--- config.mk ---
export PLATFORM = sky130hd
export DESIGN_NAME = axi_stream_dw_upsizer
export DESIGN_NICKNAME = d
export VERILOG_FILES = /design/src/rtl/axi_stream_dw_upsizer.sv
export SDC_FILE = /design/constraint.sdc
export NUM_CORES = 1
export LEC_CHECK = 0
export CAP_MARGIN = 5
export CORE_MARGIN = 2
export CORE_UTILIZATION = 44
export DETAILED_ROUTE_END_ITERATION = 6
export GPL_TIMING_DRIVEN = 0
export PLACE_DENSITY = 0.74
export REMOVE_ABC_BUFFERS = 1
export SLEW_MARGIN = 20
export SYNTH_ARGS = -nofsm -noshare
export SYNTH_HDL_FRONTEND = slang
export SYNTH_SLANG_ARGS = --single-unit
--- constraint.sdc ---
create_clock -name clk_i -period 2.1 [get_ports clk_i]
set_input_delay 0.42 -clock clk_i [delete_from_list [all_inputs] [get_ports clk_i]]
set_output_delay 0.42 -clock clk_i [all_outputs]
set_load 0.005 [all_outputs]
--- src/rtl/axi_stream_dw_upsizer.sv ---
// rtl/axi_stream_dw_upsizer.sv - packs Ratio narrow stream beats into one wide word, first beat in the lowest lane
// Optional idle flush of a partial word: define AXI_STREAM_DW_UPSIZER_TIMEOUT_EN.
module axi_stream_dw_upsizer #(
  parameter int DataWidthIn   = 8,
  parameter int DataWidthOut  = 32,
  parameter int IdWidth       = 1,
  parameter int DestWidth     = 1,
  parameter int UserWidth     = 1,
  parameter int TimeoutCycles = 16
) (
  input  logic                                                clk_i,
  input  logic                                                rst_i,
  input  logic [DataWidthIn-1:0]                              in_tdata,
  input  logic [DataWidthIn/8-1:0]                            in_tstrb,
  input  logic [DataWidthIn/8-1:0]                            in_tkeep,
  input  logic                                                in_tlast,
  input  logic [IdWidth-1:0]                                  in_tid,
  input  logic [DestWidth-1:0]                                in_tdest,
  input  logic [UserWidth-1:0]                                in_tuser,
  input  logic                                                in_tvalid,
  output logic                                                in_tready,
  output logic [DataWidthOut-1:0]                             out_tdata,
  output logic [DataWidthOut/8-1:0]                           out_tstrb,
  output logic [DataWidthOut/8-1:0]                           out_tkeep,
  output logic                                                out_tlast,
  output logic [IdWidth-1:0]                                  out_tid,
  output logic [DestWidth-1:0]                                out_tdest,
  output logic [UserWidth*(DataWidthOut/DataWidthIn)-1:0]     out_tuser,
  output logic                                                out_tvalid,
  input  logic                                                out_tready
);

  localparam int Ratio   = DataWidthOut / DataWidthIn;
  localparam int BytesIn = DataWidthIn / 8;
  localparam int CntW    = (Ratio > 1) ? $clog2(Ratio) : 1;
  localparam logic [CntW-1:0] LastLane = CntW'(Ratio - 1);

  if ((DataWidthIn % 8) != 0 || (DataWidthOut % DataWidthIn) != 0 || Ratio < 2 ||
      IdWidth < 1 || DestWidth < 1 || UserWidth < 1 || TimeoutCycles < 1) begin : g_bad_params
    $error("axi_stream_dw_upsizer: illegal parameter combination");
  end

  typedef enum logic {FILL, HOLD} state_e;

  state_e                          state_q;
  logic [CntW-1:0]                 cnt_q;
  logic [DataWidthOut-1:0]         data_q;
  logic [DataWidthOut/8-1:0]       strb_q;
  logic [DataWidthOut/8-1:0]       keep_q;
  logic [UserWidth*Ratio-1:0]      user_q;
  logic [IdWidth-1:0]              tid_q;
  logic [DestWidth-1:0]            tdest_q;
  logic                            last_q;

  logic id_change;
  logic in_hs;
  logic timeout_hit;

  // A beat from a different tid/tdest may not join a started word; stall it and flush.
  assign id_change = (state_q == FILL) && (cnt_q != '0) && in_tvalid &&
                     ((in_tid != tid_q) || (in_tdest != tdest_q));

  always_comb begin
    in_tready = 1'b0;
    if (!rst_i) begin
      in_tready = (state_q == HOLD) ? out_tready : !id_change;
    end
  end

  assign in_hs = in_tvalid && in_tready;

`ifdef AXI_STREAM_DW_UPSIZER_TIMEOUT_EN
  localparam int IdleW = $clog2(TimeoutCycles + 1);
  logic [IdleW-1:0] idle_q;

  assign timeout_hit = (state_q == FILL) && (cnt_q != '0) && !in_hs &&
                       (idle_q == IdleW'(TimeoutCycles - 1));

  always_ff @(posedge clk_i) begin
    if (rst_i || in_hs || (state_q != FILL) || (cnt_q == '0) || timeout_hit) begin
      idle_q <= '0;
    end else begin
      idle_q <= idle_q + 1'b1;
    end
  end
`else
  assign timeout_hit = 1'b0;
`endif

  always_ff @(posedge clk_i) begin
    if (rst_i) begin
      state_q <= FILL;
      cnt_q   <= '0;
      data_q  <= '0;
      strb_q  <= '0;
      keep_q  <= '0;
      user_q  <= '0;
      tid_q   <= '0;
      tdest_q <= '0;
      last_q  <= 1'b0;
    end else begin
      case (state_q)
        FILL: begin
          if (in_hs) begin
            for (int i = 0; i < Ratio; i++) begin
              if (cnt_q == CntW'(i)) begin
                data_q[i*DataWidthIn +: DataWidthIn] <= in_tdata;
                strb_q[i*BytesIn +: BytesIn]         <= in_tstrb;
                keep_q[i*BytesIn +: BytesIn]         <= in_tkeep;
                user_q[i*UserWidth +: UserWidth]     <= in_tuser;
              end
            end
            if (cnt_q == '0) begin
              tid_q   <= in_tid;
              tdest_q <= in_tdest;
            end
            if (cnt_q == LastLane || in_tlast) begin
              state_q <= HOLD;
              cnt_q   <= '0;
              last_q  <= in_tlast;
            end else begin
              cnt_q <= cnt_q + 1'b1;
            end
          end else if (id_change || timeout_hit) begin
            state_q <= HOLD;
            cnt_q   <= '0;
            last_q  <= 1'b0;
          end
        end
        HOLD: begin
          if (out_tready) begin
            // Word leaves; unfilled lanes of the next word must read as zero.
            state_q <= FILL;
            cnt_q   <= '0;
            data_q  <= '0;
            strb_q  <= '0;
            keep_q  <= '0;
            user_q  <= '0;
            last_q  <= 1'b0;
            if (in_hs) begin
              data_q[DataWidthIn-1:0] <= in_tdata;
              strb_q[BytesIn-1:0]     <= in_tstrb;
              keep_q[BytesIn-1:0]     <= in_tkeep;
              user_q[UserWidth-1:0]   <= in_tuser;
              tid_q                   <= in_tid;
              tdest_q                 <= in_tdest;
              if (in_tlast) begin
                state_q <= HOLD;
                last_q  <= 1'b1;
              end else begin
                cnt_q <= CntW'(1);
              end
            end
          end
        end
        default: state_q <= FILL;
      endcase
    end
  end

  assign out_tvalid = (state_q == HOLD);
  assign out_tdata  = data_q;
  assign out_tstrb  = strb_q;
  assign out_tkeep  = keep_q;
  assign out_tuser  = user_q;
  assign out_tid    = tid_q;
  assign out_tdest  = tdest_q;
  assign out_tlast  = last_q;

endmodule

Word-level counts from Yosys, hierarchy flattened:

Cells that the tools add are included.

* equality and inequality tests: 14
* add/subtract/negate cells: 1
* bitwise logic cells: 1
* reductions and logical operators: 16
* mux-type cells: 63

Operators with widths (number)
* $mux W32: 2
* $pmux W32 S2: 1
* $mux W8: 5
* $mux W1: 37
* $mux W4: 6
* $pmux W4 S2: 3
* $reduce_and A3 Y1: 5
* $ne A2 B1 Y1 const B: 5
* $mux W2: 4
* $pmux W1 S2: 4
* $eq A2 B2 Y1 const B: 2
* $logic_and A1 B1 Y1: 4
* $ne A2 B2 Y1 const B: 2
* $pmux W2 S2: 1
* $reduce_and A4 Y1: 1
* $ne A3 B2 Y1 const B: 1
* $ne A3 B3 Y1 const B: 1
* $add A2 B1 Y2 const B: 1
* $eq A2 B1 Y1 const B: 1
* $logic_not A2 Y1: 1
* $logic_or A1 B1 Y1: 2
* $ne A1 B1 Y1: 2
* $reduce_and A2 Y1: 1
* $reduce_bool A2 Y1: 1
* other kinds (2): 2

* output and inout port bits: 49
* bits in registers: 50
* word-level logic and storage cells: 116

Logic depth before layout (Yosys ltp):

* word-level depth: 11
* gate-level depth with buffers: 7
* mapped depth without buffers: 6

Worst setup path after synthesis:

Ideal clock, no wire load.

* path kind: flip-flop to output port
* start: reg cnt_q[0]
* end: out in_tready
* arrival time: 1.285 ns
* stages on the path, launching flop included: 6
* path slack: 0.395 ns
* cells stage by stage: dfxtp_1 inv_1 ha_1 a21o_1 buf_6 o311a_2

* word-level cells in the longest chain between the ends: 7

Ends and longest elaborated chain
* start: declaration: RTL line 46 `logic [CntW-1:0] cnt_q;`
* start signal: assignment: RTL line 122 `cnt_q <= cnt_q + 1'b1;`
* start signal: assignment: RTL line 151 `cnt_q <= CntW'(1);`
* $reduce_bool A2 Y1: RTL line 60 `assign id_change = (state_q == FILL) && (cnt_q != '0) && in_tvalid &&`
* $logic_and A1 B1 Y1 (3 in series): RTL line 60
* $logic_not A1 Y1: RTL line 66 `in_tready = (state_q == HOLD) ? out_tready : !id_change;`
* $mux W1: RTL line 66
* $mux W1: RTL line 65 `if (!rst_i) begin`
* end: declaration: RTL line 21 `output logic in_tready,`

Every way passes these cells.

Final worst setup path:

Ends and elaborated chain as after synthesis.

==> impl_metrics.py <==
metrics = {
    "run_status": {
        "status": "complete, no violations",
    },
    "clock_tree": {
        "clockBufferDepth": 2,
        "cts-htree-levels": 2,
        "numClockSinks": 50,
        "post_cts_hold_buffer_count": 0,
        "clock_tree_from_tritoncts": "done",
        "clk_latency_ns": 0.30,
        "cts_inserted_buffers": 5,
        "clk_pin_slew_worst_paths_ns": 0.08,
        "ctsRootBufferMaster": "sky130_fd_sc_hd__clkbuf_8",
    },
    "min_path": {
        "min_path_type": "flip-flop to flip-flop",
        "hold_path.startpoint": "out_tdata[20]",
    },
    "critical_path": {
        "cp_data_required_time_ns": 1.68,
        "crit_path_start": "cnt_q[0]",
        "worst_r2r_startpoint": "out_tvalid",
        "cpPeakStageDelay_ns": 0.37,
        "timing.critical_path.arrival_ns": 1.58,
        "critical_path.cell_chain": "inv_2 > ha_4 > a21o_4 > o311a_2 > clkdlybuf4s15_1",
        "max_fanout_on_critical_path": 4,
        "endpoint_kind": "primary output",
        "cp-start-kind": "flip-flop",
        "path_class": "flip-flop to primary output",
        "crit_slowest_cell": "sky130_fd_sc_hd__dfxtp_4",
    },
    "sta": {
        "rsz0062_at_grt": "no",
        "timing.slew.headroom_pct": 57.1,
        "finalSetupViolCount": 0,
        "final.period_utilization_pct": 95.4,
        "tightest_slew_ns": 0.643,
        "finalMaxSlewViolations": 0,
        "finalCriticalPeriod_ns": 2.00,
        "hold_viol": 0,
        "max_freq_ghz": 0.499,
        "worst_clock_skew_ns": 0.00253,
    },
    "floorplanning": {
        "core_area_sq_mm": 0.00409,
        "die_h_microns": 69.8,
        "initial_cell_density_of_the_core_pct": 46.7,
        "count_of_pins_on_the_block_boundary": 67,
        "dieArea_sq_mm": 0.00488,
        "die_x_microns": 69.8,
        "rows": 23,
    },
    "finish": {
        "postLayoutCoreUtil_pct": 66.0,
        "instances_no_fill": 277,
        "design.final.nets": 249,
        "final_layout_size_suffix_gt1_share_pct": 14.1,
        "antenna_cells": 0,
        "filler_cell_count": 312,
        "layout_common_cells": "61 x sky130_fd_sc_hd__clkdlybuf4s50_1, 48 x sky130_fd_sc_hd__dfxtp_1, 31 x sky130_fd_sc_hd__a22o_1, 17 x sky130_fd_sc_hd__nor2_1, 11 x sky130_fd_sc_hd__a22oi_1",
        "multi_input_area_sq_um": 812,
        "layout_commonest_cell": "sky130_fd_sc_hd__clkdlybuf4s50_1",
        "sequential_cell_area_in_the_final_layout_sq_mm": 0.00101,
        "syn2layout_area_growth_pct": 41.4,
    },
    "route": {
        "post-route-drc-count": 0,
        "totalWireLength_mm": 4.63,
        "post_drt_via_cell_ratio": 5.57,
        "detailroute.via_count": 1542,
        "detail-route-antenna-nets": 0,
        "wl_per_cell_microns": 16.7,
        "count_of_tritonroute_iterations_in_the_first_routing_pass": 4,
        "drt_first_iter_violations": 73,
    },
    "yosys": {
        "postSynth.asyncResetShare_pct": 0,
        "syn_area_sq_mm": 0.00191,
        "syn_inst": 162,
        "synth_cell_type_count": 29,
        "yosys_warning_count": 0,
        "synth_sequential_area_ratio_pct": 52.5,
        "yosys_most_used_dff": "sky130_fd_sc_hd__dfxtp_1",
        "number_of_flops_mapped_to_enable_cells_by_yosys": 0,
        "postSynthAreaPerCell_sq_um": 11.8,
        "postSynthRegisterBits": 50,
    },
    "grt": {
        "grt_overflow": 0,
        "largest_net_degree_at_the_start_of_global_routing": 19,
        "grt_busiest_layer": "met2",
        "number_of_global_route_vias_before_repair": 1504,
        "antenna_found_initial": 0,
        "gr-usage-met2_pct": 31.2,
        "use_met3_pct": 5.23,
        "global_route_wire_length_before_repair_mm": 7.58,
        "grt_use_total_pct": 19.4,
        "globalRouteMet1Util_pct": 25.7,
    },
    "placed_design": {
        "hpwl_mm": 3.11,
        "placedCellCount": 266,
        "place_congestion": 0.832,
        "placement.io_buffers": 66,
    },
    "power_and_ir_drop": {
        "p_leak_nw": 1.02,
        "power.ir.vdd_worst_uv": 381,
        "powerDensity_mw_per_mm2": 704,
    },
    "job": {
        "max-cap-violations": 0,
    },
}
## layout make-up
| type | instances | share of cell area [%] |
|---|---|---|
| Timing Repair Buffer | 70 | 25.3 |
| Sequential cell | 50 | 37.4 |
| Tap cell | 50 | 2.32 |
| Clock buffer | 6 | 3.06 |
| Inverter | 5 | 0.696 |
| Multi-Input combinational cell | 95 | 30.1 |
| Clock inverter | 1 | 1.11 |
## per-stage QoR
step | TNS (ns) | worst slack (ns) | hold slack, ns | total power [mW] | cell area, sq um
3_5_place_dp | -16.86 | -0.676 | 0.467 | 1.23 | 2520
4_1_cts | 0 | 0.00368 | 0.475 | 1.90 | 2670
2_1_floorplan | 0 | 0.358 | 0.451 | 1.11 | 1800
6_report | 0 | 0.0966 | 0.485 | 1.90 | 2700
5_1_grt | 0 | 0.0477 | 0.508 | 1.97 | 2700
3_3_place_gp | -15.44 | -0.608 | 0.461 | 1.23 | 2520
## registers in the layout (all words and copies together) (netlist names)
name / count
out_tlast: 1
out_tvalid: 1
out_tkeep: 4
out_tdest: 1
out_tdata: 32
out_tuser: 4
out_tid: 1
out_tstrb: 4
cnt_q: 2
## Yosys cell counts (3+ instances only)
master / instances / area, sq um
sky130_fd_sc_hd__a22o_1: 31 / 272
sky130_fd_sc_hd__a22oi_1: 12 / 90.1
sky130_fd_sc_hd__a31oi_4: 3 / 63.8
sky130_fd_sc_hd__buf_6: 7 / 78.8
sky130_fd_sc_hd__dfxtp_1: 50 / 1000
sky130_fd_sc_hd__ha_1: 4 / 50.1
sky130_fd_sc_hd__inv_1: 5 / 18.8
sky130_fd_sc_hd__mux2i_1: 3 / 30.0
sky130_fd_sc_hd__nand2_1: 4 / 15.0
sky130_fd_sc_hd__nor2_1: 17 / 63.8
## worst max-delay path, delay by kind of cell, from the launching register on
family	cells	cell delay (ns)
buffers and inverters	2	0.25
adders and majority gates	1	0.16
DFF	1	0.37
AOI/OAI and AO/OA	2	0.50
## metal layers
layer,share of wire [%],vias up
met5,0,-
li1,-,738
met3,6.6,8
met1,47,726
met4,1.3,0
met2,45,70
## logic make-up after synthesis
family                     after synthesis  synth area share (%)
AOI/OAI and AO/OA                       56                  26.8
DFF                                     50                  52.5
xor gates and xnor gates                 2                 0.919
buffers and inverters                   17                  6.63
and+or+nand+nor                         30                  8.99
adders and majority gates                4                  2.62
muxes                                    3                  1.57
## where the power goes
group          switching, mW  internal, mW  total [mW]  leakage, nW
clock                  0.293         0.381       0.674       0.0573
combinational          0.115         0.119       0.234        0.558
sequential            0.0202         0.971       0.991        0.406
## path summary, 6_finish.rpt
| path | end | slack (ns) | cells past startpoint |
|---|---|---|---|
| setup / recovery | in_tready | 0.1 | 5 |
| hold / removal | out_tdata[20] | 0.49 | 1 |
| setup reg to reg | out_tdest | 0.36 | 4 |
| hold reg to reg | out_tdata[20] | 0.49 | 1 |
## repair_timing
action,in CTS,in global routing
buffers inserted,1,3
endpoints found under the setup margin,14,1
pin swaps,2,0
gates resized for setup,16,4
(Power assumes the default switching activity.)
